$ cat src/rtl/alu_mul_seq.sv
// Shift-and-add unsigned multiply sequencer that borrows the shared 8-bit ALU, one multiplier bit per cycle.
// Optional feature macro: MUL_EARLY_EXIT_EN (finish as soon as the remaining multiplier bits are all zero).
module alu_mul_seq #(
    parameter int BITS = 8
) (
    input  logic        clk,
    input  logic        rst_n,
    input  logic        in_valid,
    output logic        in_ready,
    input  logic [7:0]  mcand,
    input  logic [7:0]  mplier,
    output logic        out_valid,
    input  logic        out_ready,
    output logic [15:0] product,
    output logic        busy,
    output logic [3:0]  alu_op,
    output logic [7:0]  alu_a,
    output logic [7:0]  alu_b,
    input  logic [7:0]  alu_out,
    input  logic        alu_carry
);

    localparam logic [3:0] kCLEAR  = 4'h0;
    localparam logic [3:0] kPASS_A = 4'h1;
    localparam logic [3:0] kADD    = 4'h2;

    localparam logic [1:0] ST_IDLE = 2'd0;
    localparam logic [1:0] ST_STEP = 2'd1;
    localparam logic [1:0] ST_DONE = 2'd2;

    localparam logic [3:0] BITS_L     = 4'(BITS);
    localparam logic [4:0] SHIFT_BASE = 5'(8 - BITS);

    generate
        if (BITS < 1 || BITS > 8) begin : g_bits_range
            $error("alu_mul_seq: BITS must be in 1..8");
        end
    endgenerate

    logic [1:0]  state_r;
    logic [7:0]  hi_r;
    logic [7:0]  lo_r;
    logic [7:0]  mc_r;
    logic [3:0]  cnt_r;
    logic [15:0] product_r;

    logic [8:0]  sum_s;
    logic [7:0]  hi_next_s;
    logic [7:0]  lo_next_s;
    logic [3:0]  cnt_next_s;
    logic [15:0] full_s;
    logic [4:0]  shift_s;
    logic        early_s;

    // ALU drive: add when the current multiplier bit is set, otherwise pass the accumulator through.
    always_comb begin
        alu_op = kCLEAR;
        alu_a  = 8'h00;
        alu_b  = 8'h00;
        sum_s  = 9'h000;
        if (state_r == ST_STEP) begin
            alu_a = hi_r;
            alu_b = mc_r;
            if (lo_r[0]) begin
                alu_op = kADD;
                sum_s  = {alu_carry, alu_out};
            end else begin
                alu_op = kPASS_A;
                sum_s  = {1'b0, alu_out};
            end
        end else begin
            alu_op = kCLEAR;
        end
    end

    assign hi_next_s  = sum_s[8:1];
    assign lo_next_s  = {sum_s[0], lo_r[7:1]};
    assign cnt_next_s = cnt_r - 4'd1;
    assign full_s     = {hi_next_s, lo_next_s};
    // Skipped zero bits would only shift right, so one shift covers both normal and early completion.
    assign shift_s    = SHIFT_BASE + {1'b0, cnt_next_s};

`ifdef MUL_EARLY_EXIT_EN
    logic [8:0] rem_mask_s;
    assign rem_mask_s = (9'd1 << cnt_next_s) - 9'd1;
    assign early_s    = ((({1'b0, lo_next_s}) & rem_mask_s) == 9'd0) && (cnt_next_s != 4'd0);
`else
    assign early_s    = 1'b0;
`endif

    // Sequencer state, partial product registers and the held result.
    always_ff @(posedge clk or negedge rst_n) begin
        if (!rst_n) begin
            state_r   <= ST_IDLE;
            hi_r      <= 8'h00;
            lo_r      <= 8'h00;
            mc_r      <= 8'h00;
            cnt_r     <= 4'd0;
            product_r <= 16'h0000;
        end else begin
            case (state_r)
                ST_IDLE: begin
                    if (in_valid) begin
                        mc_r    <= mcand;
                        hi_r    <= 8'h00;
                        lo_r    <= mplier;
                        cnt_r   <= BITS_L;
                        state_r <= ST_STEP;
                    end
                end
                ST_STEP: begin
                    hi_r  <= hi_next_s;
                    lo_r  <= lo_next_s;
                    cnt_r <= cnt_next_s;
                    if (cnt_r == 4'd1 || early_s) begin
                        product_r <= full_s >> shift_s;
                        state_r   <= ST_DONE;
                    end
                end
                ST_DONE: begin
                    if (out_ready) begin
                        state_r <= ST_IDLE;
                    end
                end
                default: begin
                    state_r <= ST_IDLE;
                end
            endcase
        end
    end

    assign in_ready  = (state_r == ST_IDLE);
    assign out_valid = (state_r == ST_DONE);
    assign busy      = (state_r == ST_STEP);
    assign product   = product_r;

endmodule

$ cat config.mk
export PLATFORM = sky130hd
export DESIGN_NAME = alu_mul_seq
export DESIGN_NICKNAME = d
export VERILOG_FILES = /design/src/rtl/alu_mul_seq.sv
export SDC_FILE = /design/constraint.sdc
export NUM_CORES = 1
export LEC_CHECK = 0
export BUFFER_PORTS_ARGS = -buffer_cell sky130_fd_sc_hd__buf_2
export CORE_MARGIN = 3
export CORE_UTILIZATION = 45
export DETAILED_ROUTE_END_ITERATION = 10
export MAX_ROUTING_LAYER = met4
export PLACE_DENSITY = 0.75
export SLEW_MARGIN = 15
export SYNTH_ARGS = -nofsm -noshare
export SYNTH_HDL_FRONTEND = slang
export SYNTH_SLANG_ARGS = --single-unit
$ cat constraint.sdc
create_clock -name clk -period 2.1 [get_ports clk]
set_input_delay 0.525 -clock clk [delete_from_list [all_inputs] [get_ports clk]]
set_output_delay 0.525 -clock clk [all_outputs]
set_load 0.005 [all_outputs]
==> impl_results.md <==
- FP Rows: 27
- Net switching power: 2.583 mW
- Drt via density: 5.520
- P_int: 3.293 mW
- Hold Path Class: input pin to async pin
- Detail Route Antenna Nets: 0
- GRT Util Overall: 21.00%
- DP HPWL: 5224 um
- Crit path time final: 1956 ps
- Clock buffer depth: 2
- Detailed Routing Iterations Pass 1: 5
- Filler instances: 511
- Clock sink total: 46
- DP Worst Slack: 53.21 ps
- Crit path cell chain: nand2b_4 > clkinvlp_4 > buf_4 > and2_1 > buf_2
- CP Launch Type: register
- Post-place instance area: 3099 um2
- WL per Instance: 15.99 um
- NumNets Final: 392
- Main synth FF type: dfrtp_1
- Leakage: 1.574 nW
- Max Clock Skew: 11.45 ps
- Unique masters post-synth: 51
- First-pass GRT wire length: 11670 um
- Vias in the first global route: 2403
- Final period utilization: 93.13%
- GP Congestion: 0.9857
- Syn avg cell area: 9.285 um2
- Die width: 83.36 um
- Switching share of total power: 43.96%
- Largest net degree at the start of global routing: 26
- Iter 0 DRT Violations: 257
- Final Max Slew Viols: 0
- Clock latency on the worst-skew pair: 300 ps
- Setup TNS: 0 ps
- Drc violations: 0
- Post-synth EDFFs: 0
- Critical Path AT: 1430 ps
- Final WS setup: 144.2 ps
- Cells after Synth: 290
- Setup Crit Path Kind: register to output pin
- Commonest non-fill, non-tap cell in the layout: buf_2
- R2R depth: 8
- Max_slew headroom: 60.67%
- Clock transition at the registers of the reported paths: 80 ps
- Final count of hold timing violations: 0
- Initial Utilization: 47.73%
- Outcome: complete, no violations
- Layout cells sized above 1: 32.96%
- Fmax: 0.5113 GHz
- WP buf/inv: 3
- Async SR Flop Fraction: 100.0%
- PortBufs: 65
- Vias: 2390
- Commonest cells after routing, fill and taps aside: 65 x buf_2, 48 x nand2_1, 46 x dfrtp_1
- Worst-path fanout max: 11
- Crit-path leading delay family: buffers and inverters
- Sequential fraction of the synthesis area: 42.75%
- Combinational power share: 61.1%
- Worst R2R End: product[5]$_DFFE_PN0P_
- I/O pin count: 68
- CTS tree: yes
- WL final: 6925 um
- R2R Path Start: cnt_r[0]$_DFFE_PN0P_
- Die Y: 83.36 um
- Design area: 3293 um2
- Overall Power: 5.875 mW
- Die ar.: 6948 um2
- Kind of end point of the critical path: output pin
- Peak supply drop: 0.8574 mV
- Hold slack: 164.3 ps
- Clock Tree Root: clkbuf_8
- Syn. warnings: 0
- Slew @ Worst Pin: 585.0 ps
- Global route total overflow: 0
- Final setup violation count: 0
- Flops & latches, synth: 46
- Core region area: 5642 um2
- Slowest CP cell: dfrtp_1
- Cell Area, Synth: 2693 um2
- CP required: 1570 ps
- Initial antenna violation count: 0
- Flop pwr share: 27.4%
- Clock power frac: 11.5%
- Diodes inserted: 0
- Power per standard cell area: 1784 nW/um2
- Area delta synth->final: 22.30%
- Worst path max stage delay: 390 ps
- Max cap viols: 0
- R2R setup slack: 150 ps
- Total CTS buffers: 5
- CTS H-Tree Depth: 2
==> metal layers <==
metal | vias to the layer above | GRT usage [%] | part of all wire, %
met5 | - | - | 0
met4 | 0 | 5.944 | 1.3
met3 | 10 | 3.472 | 6.5
met2 | 102 | 32.51 | 48
met1 | 1141 | 28.58 | 44
li1 | 1137 | - | -
==> per-stage QoR <==
stage               cells  util [%]
finish                433     58.37
global route          433     58.37
CTS                   430     57.26
detailed placement    421     54.93
global placement      421     54.93
floorplan             291         -
==> power by group through the flow <==
stage	Combinational (mW)	Sequential, mW	Clock [mW]
6_report	3.59	1.61	0.677
5_1_grt	3.98	1.68	0.733
4_1_cts	3.42	1.59	0.696
3_5_place_dp	3.35	1.61	0
3_3_place_gp	3.34	1.60	0
2_1_floorplan	2.43	1.52	0
==> kinds of logic (layout without fill, tap and decap cells) <==
group,count (synthesis),after routing,synth area share (%)
fa+ha+maj,2,2,0.9292
mux,34,34,13.99
flops,46,46,42.75
simple gates,104,104,18.36
compound gates,68,68,15.33
xor+xnor,5,6,2.324
buf+inv,30,99,6.180
other cells,1,2,0.1393
==> how the worst max path moves through the flow <==
| stage | from | end | slack (ps) | cells after the start |
|---|---|---|---|---|
| floorplan | cnt_r[0]$_DFFE_PN0P_ | product[1]$_DFFE_PN0P_ | 40 | 11 |
| CTS | cnt_r[0]$_DFFE_PN0P_ | product[1]$_DFFE_PN0P_ | 30 | 6 |
| global placement | cnt_r[0]$_DFFE_PN0P_ | product[1]$_DFFE_PN0P_ | 170 | 7 |
| finish | state_r[1]$_DFFE_PN0P_ | alu_b[0] | 140 | 5 |
| detailed placement | cnt_r[0]$_DFFE_PN0P_ | product[1]$_DFFE_PN0P_ | 50 | 6 |
| global route | cnt_r[0]$_DFFE_PN0P_ | product[1]$_DFFE_PN0P_ | -1 | 7 |
==> sequential cells by signal, indices dropped and copies added, names as in the netlist <==
register,flops
state_r,2
product,16
mc_r,8
lo_r,8
cnt_r,4
hi_r,8
==> cell usage after synthesis, drive strengths merged, types with 2 or more instances <==
master / instances / area (um2)
nand2: 50 / 190.2
dfrtp: 46 / 1151
o21ai: 32 / 160.2
mux2i: 23 / 237.7
and2: 19 / 118.9
buf: 17 / 117.6
nor2: 15 / 58.81
mux2: 10 / 116.4
a21oi: 9 / 45.04
clkbuf: 8 / 30.03
nand3: 5 / 25.02
nor3: 5 / 30.03
inv: 4 / 15.01
o22ai: 4 / 25.02
a221oi: 3 / 26.28
or3: 3 / 18.77
xnor2: 3 / 26.28
a211o: 2 / 17.52
a211oi: 2 / 15.01
a22oi: 2 / 15.01
a31oi: 2 / 12.51
ha: 2 / 25.02
nand2b: 2 / 12.51
nor2b: 2 / 12.51
o211ai: 2 / 15.01
o21bai: 2 / 15.01
xor2: 2 / 36.29
==> worst reg2reg max path: stages (launching register included) <==
cell and delay (ps):
dfrtp_1 400, inv_1 100, ha_2 300, xor2_4 150, buf_4 190, buf_4 130, o21ai_0 240, a2bb2oi_1 230
o22ai_1 100
==> area by class of cell <==
cell class | instances | area (um2) | share of cell area [%]
clock inverters | 1 | 30.03 | 0.9119
inverters | 5 | 22.52 | 0.6839
well taps | 72 | 90.09 | 2.736
flip-flops and latches | 46 | 1151 | 34.95
clock buffers | 6 | 82.58 | 2.508
multi-input cells | 216 | 1423 | 43.20
repair buffers | 87 | 494.2 | 15.01
==> timing repair <==
| action | CTS | global route |
|---|---|---|
| hold buffers | 0 | 0 |
| setup endpoints to repair | 15 | 9 |
| setup buffers | 2 | 2 |
| cloned | 0 | 1 |
| gates resized for setup | 1 | 6 |
Note: power is estimated with default switching activity, not from simulation.
